### config.mk
export PLATFORM = sky130hd
export DESIGN_NAME = trax_move_tx
export DESIGN_NICKNAME = d
export VERILOG_FILES = /design/src/rtl/trax_move_tx.sv
export SDC_FILE = /design/constraint.sdc
export NUM_CORES = 1
export LEC_CHECK = 0
export CAP_MARGIN = 10
export CORE_ASPECT_RATIO = 1.25
export CORE_UTILIZATION = 35
export DETAILED_ROUTE_END_ITERATION = 8
export PLACE_DENSITY_LB_ADDON = 0.1
export SYNTH_ARGS = -nofsm -noshare
export SYNTH_HDL_FRONTEND = slang
export SYNTH_SLANG_ARGS = --single-unit
export TNS_END_PERCENT = 100
### constraint.sdc
create_clock -name clk -period 2.4 [get_ports clk]
set_clock_uncertainty 0.2 [all_clocks]
set_input_delay 0.72 -clock clk [delete_from_list [all_inputs] [get_ports clk]]
set_output_delay 0.72 -clock clk [all_outputs]
set_load 0.01 [all_outputs]
### src/rtl/trax_move_tx.sv
// Serializes a 22-bit Trax move {tile, col, row} as ASCII text over an 8N1 UART line.
// Define TRAX_TX_CRLF_EN to end each move with CR LF instead of LF alone.
module trax_move_tx #(
  parameter int unsigned CLKS_PER_BIT = 434
) (
  input  logic        clk,
  input  logic        reset,
  input  logic        start,
  input  logic [21:0] move,
  output logic        busy,
  output logic        done,
  output logic        err,
  output logic        tx
);

  localparam int unsigned CntW = (CLKS_PER_BIT > 1) ? $clog2(CLKS_PER_BIT) : 1;
  localparam logic [CntW-1:0] BaudLast = CntW'(CLKS_PER_BIT - 1);

  typedef enum logic [2:0] {StIdle, StConv, StLoad, StStart, StData, StStop, StFin} state_e;

  state_e          state_q, state_d;
  logic [4:0]      conv_q, conv_d;
  logic [9:0]      rem_q, rem_d;
  logic [3:0]      hund_q, hund_d;
  logic [3:0]      tens_q, tens_d;
  logic [4:0]      col_q, col_d;
  logic [1:0]      tile_q, tile_d;
  logic [2:0]      idx_q, idx_d;
  logic [7:0]      shreg_q, shreg_d;
  logic [2:0]      bit_q, bit_d;
  logic [CntW-1:0] baud_q, baud_d;
  logic            err_q, err_d;

  logic       move_valid;
  logic [7:0] char_buf [8];
  logic [2:0] buf_len;
  logic [2:0] pos;
  logic [7:0] tile_char;

  assign move_valid = (move[21:20] != 2'b00) && (move[19:10] <= 10'd26) && (move[9:0] <= 10'd999);

  // Character buffer derived from the latched move and the decimal split.
  always_comb begin
    for (int i = 0; i < 8; i++) char_buf[i] = 8'h00;
    unique case (tile_q)
      2'b01:   tile_char = 8'h2B;
      2'b10:   tile_char = 8'h2F;
      default: tile_char = 8'h5C;
    endcase
    pos = 3'd0;
    char_buf[pos] = 8'h40 + {3'b000, col_q};
    pos = pos + 3'd1;
    if (hund_q != 4'd0) begin
      char_buf[pos] = {4'h3, hund_q};
      pos = pos + 3'd1;
    end
    if ((hund_q != 4'd0) || (tens_q != 4'd0)) begin
      char_buf[pos] = {4'h3, tens_q};
      pos = pos + 3'd1;
    end
    char_buf[pos] = {4'h3, rem_q[3:0]};
    pos = pos + 3'd1;
    char_buf[pos] = tile_char;
    pos = pos + 3'd1;
`ifdef TRAX_TX_CRLF_EN
    char_buf[pos] = 8'h0D;
    pos = pos + 3'd1;
`endif
    char_buf[pos] = 8'h0A;
    pos = pos + 3'd1;
    buf_len = pos;
  end

  always_comb begin
    state_d = state_q;
    conv_d  = conv_q;
    rem_d   = rem_q;
    hund_d  = hund_q;
    tens_d  = tens_q;
    col_d   = col_q;
    tile_d  = tile_q;
    idx_d   = idx_q;
    shreg_d = shreg_q;
    bit_d   = bit_q;
    baud_d  = baud_q;
    err_d   = 1'b0;
    unique case (state_q)
      StIdle: begin
        if (start) begin
          if (move_valid) begin
            tile_d  = move[21:20];
            col_d   = move[14:10];
            rem_d   = move[9:0];
            hund_d  = 4'd0;
            tens_d  = 4'd0;
            conv_d  = 5'd0;
            idx_d   = 3'd0;
            state_d = StConv;
          end else begin
            err_d = 1'b1;
          end
        end
      end
      StConv: begin
        // First nine slots peel hundreds, next nine peel tens.
        if (conv_q < 5'd9) begin
          if (rem_q >= 10'd100) begin
            rem_d  = rem_q - 10'd100;
            hund_d = hund_q + 4'd1;
          end
        end else if (rem_q >= 10'd10) begin
          rem_d  = rem_q - 10'd10;
          tens_d = tens_q + 4'd1;
        end
        conv_d = conv_q + 5'd1;
        if (conv_q == 5'd17) state_d = StLoad;
      end
      StLoad: begin
        shreg_d = char_buf[idx_q];
        idx_d   = idx_q + 3'd1;
        baud_d  = '0;
        state_d = StStart;
      end
      StStart: begin
        if (baud_q == BaudLast) begin
          baud_d  = '0;
          bit_d   = 3'd0;
          state_d = StData;
        end else begin
          baud_d = baud_q + 1'b1;
        end
      end
      StData: begin
        if (baud_q == BaudLast) begin
          baud_d  = '0;
          shreg_d = {1'b0, shreg_q[7:1]};
          bit_d   = bit_q + 3'd1;
          if (bit_q == 3'd7) state_d = StStop;
        end else begin
          baud_d = baud_q + 1'b1;
        end
      end
      StStop: begin
        if (baud_q == BaudLast) begin
          baud_d  = '0;
          state_d = (idx_q == buf_len) ? StFin : StLoad;
        end else begin
          baud_d = baud_q + 1'b1;
        end
      end
      StFin:   state_d = StIdle;
      default: state_d = StIdle;
    endcase
  end

  always_ff @(posedge clk) begin
    if (reset) begin
      state_q <= StIdle;
      conv_q  <= '0;
      rem_q   <= '0;
      hund_q  <= '0;
      tens_q  <= '0;
      col_q   <= '0;
      tile_q  <= '0;
      idx_q   <= '0;
      shreg_q <= '0;
      bit_q   <= '0;
      baud_q  <= '0;
      err_q   <= 1'b0;
    end else begin
      state_q <= state_d;
      conv_q  <= conv_d;
      rem_q   <= rem_d;
      hund_q  <= hund_d;
      tens_q  <= tens_d;
      col_q   <= col_d;
      tile_q  <= tile_d;
      idx_q   <= idx_d;
      shreg_q <= shreg_d;
      bit_q   <= bit_d;
      baud_q  <= baud_d;
      err_q   <= err_d;
    end
  end

  assign tx   = (state_q == StStart) ? 1'b0 : (state_q == StData) ? shreg_q[0] : 1'b1;
  assign busy = (state_q != StIdle) && (state_q != StFin);
  assign done = (state_q == StFin);
  assign err  = err_q;

endmodule

Word level (Yosys, flattened, before mapping)
Cells that the tools add are included.
{ "totals": {"ff_bits": 57} }
{ "classes": {"bitwise": 10, "magnitude_cmp": 14, "add_sub_neg": 13, "reduce_logical": 29, "n_mux": 58, "eq_ne": 26} }
{ "ops": {"columns": ["operator", "n"], "rows": [
  ["$bwmux W64", 3],
  ["$demux W8 S3", 4],
  ["$mux W64", 1],
  ["$mux W8", 7],
  ["$mux W10", 5],
  ["$and A48 B48 Y48", 1],
  ["$not A48 Y48", 1],
  ["$mux W3", 13],
  ["$bmux W8 S3", 1],
  ["$mux W4", 6],
  ["$ne A2 B2 Y1 const B", 11],
  ["$ge A4 B4 Y1 const B", 5],
  ["$not A3 Y4", 5],
  ["$pmux W10 S2", 1],
  ["$add A3 B1 Y3 const B", 6],
  ["$pmux W3 S6", 1],
  ["$pmux W9 S2", 1],
  ["$lt A4 B1 Y1 const B", 4],
  ["$or A16 B16 Y16", 1],
  ["$pmux W4 S2", 2],
  ["$pmux W8 S2", 1],
  ["$reduce_and A5 Y1", 3],
  ["$pmux W7 S2", 1],
  ["$eq A3 B3 Y1 const B", 4],
  ["37 further kinds", 62]
]} }

Longest topological paths before layout
Gate-level depths: netlist of run 1.
{ "logic_depth": {"depth_word": 17, "ltp_mapped": 10} }

Least setup slack after synthesis of run 1
Ideal clock, no wire load.
{ "synth_path": {"kind": "register -> register", "startpoint": "reg rem_q[2]", "endpoint": "reg rem_q[5]", "setup_ns": 0.092, "t_arrival_ns": 2.041, "required_time_ns": 2.108, "path_slack_ns": 0.066, "synth_period_minus_slack_ns": 2.334, "path_stages_with_launch": 10, "cell_sequence": "dfxtp_1 -> inv_1 -> ha_1 -> a21oi_1 -> nor4b_1 -> nand3_1 -> a31oi_2 -> buf_2 -> a21oi_1 -> o32ai_1"} }
{ "synth_via": {"elab_chain_cells": 4} }
{ "synth_rtl": {"columns": ["element", "line_no", "source"], "rows": [
  ["start: declaration", "23", "logic [9:0] rem_q, rem_d;"],
  ["start signal: assignment", "173", "rem_q <= rem_d;"],
  ["$sub A10 B4 Y10 / $sub A10 B7 Y10 (equally long branches)", "112, 108", null],
  ["$mux W10, on equally long branches", "111, 107", null],
  ["$mux W10", "106", "if (conv_q < 5'd9) begin"],
  ["$pmux W10 S2", "87", "unique case (state_q)"]
]} }
Several ways; a longest one is shown, not always the timed one. The select of a mux whose other input is x is not followed.
A chain may end at the register's enable or synchronous reset.

Worst setup path after layout of run 1
{ "layout_path": {"startpoint": "in move[20]", "endpoint": "reg hund_q[2]"} }
{ "layout_via": {"elab_chain_cells": 5} }
{ "layout_rtl": {"columns": ["element", "line_no", "source"], "rows": [
  ["start: declaration", "9", "input logic [21:0] move,"],
  ["$reduce_bool A2 Y1", "40", "assign move_valid = (move[21:20] != 2'b00) && (move[19:10] <= 10'd26) && (move[9:0] <= 10'd999);"],
  ["$logic_and A1 B1 Y1 (2 in a row)", "40", null],
  ["$ne A2 B2 Y1 (no source line)", null, null],
  ["$reduce_and A5 Y1 (no source line)", null, null],
  ["end signal: assignment", "174", "hund_q <= hund_d;"],
  ["end: declaration", "24", "logic [3:0] hund_q, hund_d;"]
]} }
Every way passes these cells.

==> results of run 1 <==
-- layout make-up --
cell class / instances / area [µm²] / share of cell area
flip-flops and latches: 56 / 1124 / 0.2343
inverters: 21 / 78.83 / 0.01644
clock buffers: 6 / 128.9 / 0.02687
well taps: 129 / 161.4 / 0.03366
multi-input cells: 368 / 2505 / 0.5223
repair buffers: 91 / 782.0 / 0.1631
clock inverters: 2 / 16.27 / 0.003392
-- state kept, by name, indices dropped and copies added (netlist names) --
register	count
bit_q	3
baud_q	9
state_q	3
tile_q	2
tens_q	4
idx_q	3
rem_q	10
col_q	5
conv_q	5
shreg_q	7
hund_q	4
err	1
-- final timing paths --
| check | start | endpoint | slack, ps | cells past startpoint |
|---|---|---|---|---|
| worst max register to register | tens_q[0] | shreg_q[2] | 120 | 9 |
| worst max-delay path | move[20] | hund_q[2] | 70 | 7 |
| worst min-delay path | shreg_q[4] | shreg_q[4] | 250 | 2 |
| worst min register to register | shreg_q[4] | shreg_q[4] | 250 | 2 |
-- synthesized netlist by cell type (all sizes together) (5+ instances only) --
| cell type | n |
|---|---|
| buf | 8 |
| nor2b | 5 |
| dfxtp | 56 |
| o2111ai | 6 |
| a31oi | 6 |
| nor3 | 15 |
| nand2b | 11 |
| o22ai | 6 |
| inv | 21 |
| nand2 | 41 |
| and2 | 5 |
| ha | 19 |
| clkbuf | 25 |
| nor2 | 60 |
| mux2i | 7 |
| a21oi | 44 |
| o21ai | 36 |
| o32ai | 5 |
| nand3 | 12 |
| a211oi | 8 |
| or3 | 7 |
| a22oi | 5 |
| nor3b | 7 |
-- layer usage --
metal | share of wire | vias to the layer above | track usage
met5 | 0 | - | 0
met4 | 0.028 | 0 | 0.09231
met3 | 0.033 | 21 | 0.03320
met2 | 0.48 | 61 | 0.3353
met1 | 0.46 | 1727 | 0.2528
li1 | - | 1854 | -
-- metrics by stage --
stage / worst slack (ps) / cells / TNS, ps
2_1_floorplan: 66.49 / 478 / 0
3_3_place_gp: -458.0 / 665 / -10960
3_5_place_dp: -537.3 / 665 / -12890
4_1_cts: 3.584 / 674 / 0
5_1_grt: -7.267 / 673 / -7.267
6_report: 69.44 / 673 / 0
-- critical path, delay by kind of cell --
kind	cells	cell delay (ps)
muxes	1	90
and+or+nand+nor	2	600
AOI/OAI and AO/OA	2	300
buffers and inverters	2	660
-- cell families after synthesis --
logic type | after synthesis | share of synthesized area
adder cells (fa/ha/maj) | 20 | 0.06767
flip-flops | 56 | 0.3062
buffers and inverters | 54 | 0.05981
XOR/XNOR | 8 | 0.01914
AND/OR/NAND/NOR | 186 | 0.2625
multiplexers | 8 | 0.02632
AO/OA/AOI/OAI | 146 | 0.2584
-- timing repair --
action | in CTS | in global routing
gates cloned | 0 | 0
hold buffers | 0 | 0
pin swaps | 10 | 18
endpoints found under the setup margin | 30 | 34
setup buffers | 2 | 1
gates resized for setup | 31 | 33
-- power groups by stage --
stage               Sequential (µW)  Combinational (µW)  Clock (µW)
floorplan                       956                45.8           0
global placement                955                 123           0
detailed placement              956                 124           0
CTS                             933                 127         782
global route                    934                 137         814
finish                          934                 127         757
==> flow_summary_export.csv, run 1 <==
group,metric,value,unit
logic_synthesis,synth-edff-count,0,
clock_network,cts_buffers,5,
setup_path,cp_data_arrival_time,2360,ps
grt,grt-ovfl-total,0,
clock_network,cts.sinks,56,
floorplan,dieArea,0.01088,mm²
floorplan,die_h,116.3,µm
detailed_routing,drc,0,
final_layout,final_common_cell,"buf_4",
clock_network,htree_num_levels,2,
logic_synthesis,ys_seq_elements,56,
detailed_routing,ant_nets,0,
power,p_comb_frac,0.070,
floorplan,rows,41,
grt,grt_first_pass_wirelength,17050,µm
detailed_routing,routed_wl,10300,µm
floorplan,initial_core_util,0.3604,
clock_network,cts_root_buffer,"clkbuf_16",
sta,period_needed,2331,ps
setup_path,start_kind,"input pin",
job,drv_cap,0,
final_layout,postLayoutCellArea,0.004796,mm²
setup_path,path_cells,"clkdlybuf4s50_1, o211ai_1, nor3_2, buf_4, mux2i_4, or3_1, a21oi_1",
logic_synthesis,synth_top_area_cell,"dfxtp_1",
logic_synthesis,syn_nets,522,
logic_synthesis,synth-main-ff-cell,"dfxtp_1",
final_layout,layout_common_cells,"58 x buf_4, 57 x nor2_1, 54 x dfxtp_1",
sta,setup_viol,0,
power,p_int,1387,µW
sta,finalHoldViolations,0,
logic_synthesis,synthTopCellsByArea,"dfxtp_1 31%, ha_1 6.5%, a21oi_1 6.0%",
power,seqPwrFrac,0.514,
placed_design,place_area,0.004443,mm²
detailed_routing,vias,3663,
setup_path,critPathMaxStageDelay,480,ps
power,p_per_area,378.8,mW/mm²
hold_path,hold_path.class,"flop to flop",
floorplan,ioPinCount,29,
clock_network,cts_tree,"built",
detailed_routing,wl_per_cell,15.31,µm
grt,track_usage,0.2005,
power,switching_power,429.8,µW
detailed_routing,vias_per_cell,5.443,
detailed_routing,drt_iter0_drc,179,
setup_path,critical_path_class,"input pin to flop",
grt,grt_max_degree,26,
clock_network,path_clk_slew,80,ps
setup_path,crit_path_end_kind,"flop",
logic_synthesis,synth_top_area_frac,0.3062,
grt,antenna_found_initial,0,
clock_network,clk_path_buf_depth,2,
logic_synthesis,ys_async_sr_fraction,0,
logic_synthesis,synth_cell_types,67,
sta,relSlewSlack,0.6145,
final_layout,drive_gt1_frac,0.2077,
logic_synthesis,netlist_area,0.003661,mm²
final_layout,fin_util,0.4722,
run_status,status,"finished, final reports clean",
setup_path,cp.required,2430,ps
sta,fin_hold_ws,254.7,ps
setup_path,critPathSlowestCell,"clkdlybuf4s50_1",
power,ir_worst_vdd,238.3,µV
sta,timing.fmax,429.1,MHz
sta,tightest_slew,576.3,ps
placed_design,dp_hpwl,7856,µm
logic_synthesis,ys_warn_count,0,
sta,timing.final.crit_share,0.9711,
clock_network,clk_latency,300,ps
power,swShare,0.2366,
floorplan,fp.coreArea,0.01016,mm²
power,power,1817,µW
final_layout,syn2layout_area_growth,31.00,%
final_layout,antennaDiodeCount,0,
placed_design,gp_congestion,0.8670,
sta,final_max_slew_viol_count,0,
detailed_routing,first_pass_iters,4,
logic_synthesis,yosysSeqAreaShare,0.3062,
floorplan,die-width,93.48,µm
final_layout,fill_cells,1016,
power,leakagePower,0.001880,µW
setup_path,cp_max_fo,5,
grt,grt_pass1_vias,3474,
logic_synthesis,avgSynthCellArea,7.659,µm²
placed_design,port_buffers,28,
logic_synthesis,synthCells,478,
power,clkPwrFrac,0.416,
final_layout,final_nets,587,
Note: power is estimated with default switching activity, not from simulation.
==> run 2: changes to the inputs <==
Settings changed: CTS_CLUSTER_DIAMETER from default to 60, MAX_ROUTING_LAYER from default to met4, PLACE_DENSITY_LB_ADDON 0.1 to default.
==> flow_summary_export.csv, run 2 (synthesis results as in run 1) <==
group,metric,value,unit
floorplan,die-width,93.48,µm
placed_design,dp_hpwl,7634,µm
clock_network,cts_buffers,5,
clock_network,htree_num_levels,2,
final_layout,final_nets,584,
floorplan,die_h,116.3,µm
placed_design,dp_cells,659,
grt,grt_pass1_vias,3425,
sta,setup_ws,85.27,ps
detailed_routing,drc,0,
clock_network,path_clk_slew,70,ps
setup_path,reg2reg_from,"rem_q[1]",
sta,final_max_slew_viol_count,0,
clock_network,clk_latency,300,ps
clock_network,cts.sinks,56,
placed_design,dp_slack,-634.0,ps
grt,grt_max_degree,26,
hold_path,hp-start,"shreg_q[4]",
hold_path,hold_path.class,"flop to flop",
floorplan,fp.coreArea,0.01016,mm²
detailed_routing,drt_iter0_drc,211,
placed_design,gp_congestion,0.8837,
hold_path,min_to,"shreg_q[4]",
grt,antenna_found_initial,0,
sta,setup_viol,0,
grt,grt-ovfl-total,0,
setup_path,crit_start,"rem_q[1]",
setup_path,start_kind,"flop",
job,drv_cap,0,
run_status,status,"finished, final reports clean",
hold_path,worstHoldPathCells,2,
floorplan,rows,41,
clock_network,hold_buffers,0,
final_layout,final_common_cell,"nor2_1",
setup_path,critical_path_class,"flop to flop",
sta,timing.fmax,432.0,MHz
final_layout,largestRegisters,"rem_q x10, baud_q x9, shreg_q x7",
clock_network,cts_root_buffer,"clkbuf_16",
final_layout,regMostFlops,"rem_q",
final_layout,drive_gt1_frac,0.1978,
clock_network,cts_tree,"built",
sta,finalHoldViolations,0,
setup_path,reg2regPathDepth,8,
setup_path,crit_path_end_kind,"flop",
setup_path,r2r-end,"hund_q[3]",
final_layout,antennaDiodeCount,0,
floorplan,ioPinCount,29,
detailed_routing,routed_wl,10180,µm
setup_path,cp_max_fo,6,
detailed_routing,wl_per_cell,15.19,µm
final_layout,largest_reg_flops,10,
clock_network,clk_path_buf_depth,2,
detailed_routing,first_pass_iters,5,
setup_path,cp.required,2430,ps
detailed_routing,ant_nets,0,
final_layout,fin_cells,670,
sta,timing.final.crit_share,0.9645,
sta,period_needed,2315,ps
placed_design,port_buffers,28,
setup_path,ff2ff_setup_slack,90,ps
sta,tightest_slew,796.0,ps
setup_path,cp_data_arrival_time,2350,ps
floorplan,initial_core_util,0.3604,
sta,rsz0062_at_grt,"yes",
final_layout,layout_common_cells,"58 x nor2_1, 56 x buf_4, 54 x dfxtp_1",
detailed_routing,vias,3672,
power,leakagePower,0.001892,µW
sta,relSlewSlack,0.4653,
detailed_routing,vias_per_cell,5.481,
power,p_per_area,386.0,mW/mm²
power,ir_worst_vdd,290.5,µV
final_layout,syn2layout_area_growth,29.94,%
grt,grt_first_pass_wirelength,16660,µm
grt,track_usage,0.2013,
floorplan,dieArea,0.01088,mm²
-- run 2: cell count changes in the layout (fill, tap and decap cells not counted), moves of 2 or more --
cell,before,now
buf_4,58,56
buf_6,5,3
clkinv_2,0,2
dlygate4sd2_1,8,6
nor3b_2,2,0
nor3b_4,0,2
o32ai_1,3,5
o32ai_2,2,0
-- run 2: worst max-delay path by stage --
stage,to,slack (ps)
after detailed placement,idx_q[0],-630
after global placement,state_q[0],-610
after global routing,rem_q[3],-70
final,hund_q[3],90
after floorplan,rem_q[5],70
after CTS,rem_q[2],4
-- run 2: through the flow --
stage	total power [µW]	utilization	hold WS (ps)	instance area, µm²	TNS [ps]
after floorplan	1001	-	231.8	3661	0
after global placement	1086	0.4330	241.3	4398	-13700
after detailed placement	1087	0.4330	250.6	4398	-14640
after CTS	1850	0.4554	260.6	4626	0
after global routing	1900	0.4683	282.3	4757	-238.9
final	1836	0.4683	257.5	4757	0
-- run 2: worst max-delay path, stage by stage, from the launching register on --
cell	delay (ps)
dfxtp_1	390
inv_1	160
ha_1	160
nor4b_1	250
nand4_1	230
a31oi_4	280
mux2i_4	120
or3_1	350
a21oi_2	120
-- run 2: routing by layer --
metal,global-route usage,part of all wire,vias to the layer above
met1,0.2444,0.44,1709
met4,0.09231,0.033,0
met5,-,0,-
li1,-,-,1850
met3,0.02344,0.033,26
met2,0.3343,0.49,87
-- run 2: area by class of cell --
class                           count  area (µm²)
Fill cell                        1004        5400
Multi-Input combinational cell    368        2475
Sequential cell                    56        1124
Timing Repair Buffer               88       769.5
Tap cell                          129       161.4
Clock buffer                        6       138.9
Inverter                           21       78.83
Clock inverter                      2       10.01
-- run 2: repair_timing --
action,in CTS,in global routing
endpoints found under the hold margin,0,0
resized for setup,24,35
setup buffers,2,1
pin swaps,10,12
setup endpoints to repair,31,30
cloned,0,0
-- run 2: where the power goes --
group / internal [µW] / switching, µW / total (µW)
clock network: 413 / 352 / 765
logic: 73.1 / 63.5 / 137
registers: 931 / 3.66 / 935
total: 1420 / 419 / 1840
==> run 3: changes to the inputs <==
Settings changed: CORE_MARGIN from default to 2.
==> flow_summary_export.csv, run 3 (synthesis results as in run 1) <==
group,metric,value,unit
sta,period_needed,2393,ps
final_layout,antennaDiodeCount,0,
sta,fin_hold_ws,253.6,ps
detailed_routing,vias,3707,
setup_path,critical_path_class,"input pin to flop",
final_layout,final_common_cell,"nor2_1",
detailed_routing,routed_wl,10670,µm
setup_path,crit_start,"move[14]",
grt,grt_pass1_vias,3566,
final_layout,fill_cells,1031,
power,power,1908,µW
hold_path,hold_path.class,"flop to flop",
run_status,status,"finished, final reports clean",
setup_path,cp_max_fo,4,
power,ir_worst_vdd,253.9,µV
grt,track_usage,0.1934,
final_layout,syn2layout_area_growth,31.58,%
final_layout,fin_cells,663,
detailed_routing,first_pass_iters,6,
sta,finalHoldViolations,0,
sta,timing.final.crit_share,0.9972,
clock_network,cts.sinks,56,
grt,grt_max_degree,25,
setup_path,start_kind,"input pin",
detailed_routing,vias_per_cell,5.591,
floorplan,dieArea,0.01130,mm²
placed_design,dp_hpwl,7714,µm
detailed_routing,highest_layer,"met4",
floorplan,rows,41,
final_layout,drive_gt1_frac,0.2079,
clock_network,cts_buffers,5,
clock_network,cts_tree,"built",
sta,timing.fmax,417.8,MHz
detailed_routing,wl_met1,4617,µm
grt,antenna_found_initial,0,
setup_path,reg2reg_from,"rem_q[2]",
sta,rsz0062_at_grt,"yes",
sta,relSlewSlack,0.5488,
detailed_routing,ant_nets,0,
setup_path,reg2regPathDepth,10,
floorplan,die_h,118.3,µm
detailed_routing,drt_iter0_drc,161,
setup_path,cp.required,2390,ps
detailed_routing,met3_wirelength,325,µm
grt,grt_first_pass_wirelength,17190,µm
floorplan,ioPinCount,29,
final_layout,regMostFlops,"rem_q",
setup_path,cp_data_arrival_time,2390,ps
final_layout,regArea,0.001127,mm²
final_layout,multiInputGateArea,0.002547,mm²
clock_network,clk_path_buf_depth,2,
final_layout,final_nets,577,
power,p_per_area,396.2,mW/mm²
sta,setup_viol,0,
placed_design,dp_cells,650,
job,drv_cap,0,
placed_design,place_area,0.004318,mm²
detailed_routing,route.met2.wl,5429,µm
placed_design,port_buffers,28,
clock_network,cts_root_buffer,"clkbuf_16",
setup_path,ff2ff_setup_slack,20,ps
power,leakagePower,0.001877,µW
final_layout,layout_common_cells,"58 x nor2_1, 53 x dfxtp_1, 46 x buf_4",
floorplan,die-width,95.48,µm
final_layout,postLayoutCellArea,0.004817,mm²
grt,grt-ovfl-total,0,
clock_network,hold_buffers,0,
floorplan,initial_core_util,0.3604,
clock_network,path_clk_slew,70,ps
final_layout,largestRegisters,"rem_q x10, baud_q x9, shreg_q x7",
detailed_routing,drc,0,
final_layout,fin_util,0.4743,
setup_path,r2r-end,"rem_q[3]",
final_layout,largest_reg_flops,10,
clock_network,clk_latency,300,ps
placed_design,gp_congestion,0.9328,
detailed_routing,wl_per_cell,16.09,µm
clock_network,htree_num_levels,2,
setup_path,crit_end,"rem_q[3]",
setup_path,crit_path_end_kind,"flop",
sta,tightest_slew,675.9,ps
floorplan,fp.coreArea,0.01016,mm²
sta,final_max_slew_viol_count,0,
run 3: cell count changes in the layout (fill, tap and decap cells not counted), moves of 2 or more:
cell / delta
buf_6: +3
nor4b_2: +2
or3_4: +2
dlymetal6s2s_1: +3
a22oi_1: -2
buf_4: -10
dlygate4sd2_1: -2
or3_1: -2
clkdlybuf4s50_1: -2
a22oi_2: +2
clkdlybuf4s15_1: +2
run 3: cell type report:
cell class,count,area share
multi-input combinational,368,0.5288
inverter,21,0.01636
clock inverter,2,0.007273
tap,129,0.03351
sequential,56,0.2340
clock buffer,6,0.02675
timing repair buffer,81,0.1532
run 3: stage by stage:
stage                     TNS, ps  worst slack, ps
after global placement     -12410           -446.7
after CTS                       0           0.2158
after detailed placement   -13920           -519.0
after global routing       -64.56           -50.67
final                           0            6.704
after floorplan                 0            66.49
run 3: worst min-delay path by stage:
stage | from | slack, ps | cells after the start | endpoint
after floorplan | col_q[0] | 230 | 2 | col_q[0]
after global placement | shreg_q[4] | 240 | 2 | shreg_q[4]
after detailed placement | col_q[0] | 250 | 2 | col_q[0]
after CTS | col_q[0] | 260 | 2 | col_q[0]
after global routing | col_q[3] | 280 | 2 | col_q[3]
final | col_q[0] | 250 | 2 | col_q[0]
run 3: metal layers:
layer / vias up / track usage
li1: 1845 / -
met2: 75 / 0.3244
met5: - / -
met4: 0 / 0.06696
met3: 22 / 0.02422
met1: 1765 / 0.2366
run 3: critical path: stages:
cell             delay (ps)
clkdlybuf4s50_1         520
nand2_1                 110
o22ai_4                 230
nor3_4                   80
buf_12                  150
a31oi_4                 190
buf_6                   140
mux2i_2                 210
nor2_1                   50
run 3: what timing repair did:
item,4_1_cts,5_1_grt
setup buffers,5,1
endpoints found under the hold margin,0,0
pin swaps,10,14
endpoints found under the setup margin,37,37
resized for setup,19,59
run 3: power by group:
part | leakage [µW] | switching [µW] | total [µW] | internal (µW)
logic | 0.00134 | 64.9 | 132 | 67.1
clock network | 0.0000808 | 350 | 842 | 492
registers | 0.000453 | 3.92 | 934 | 930
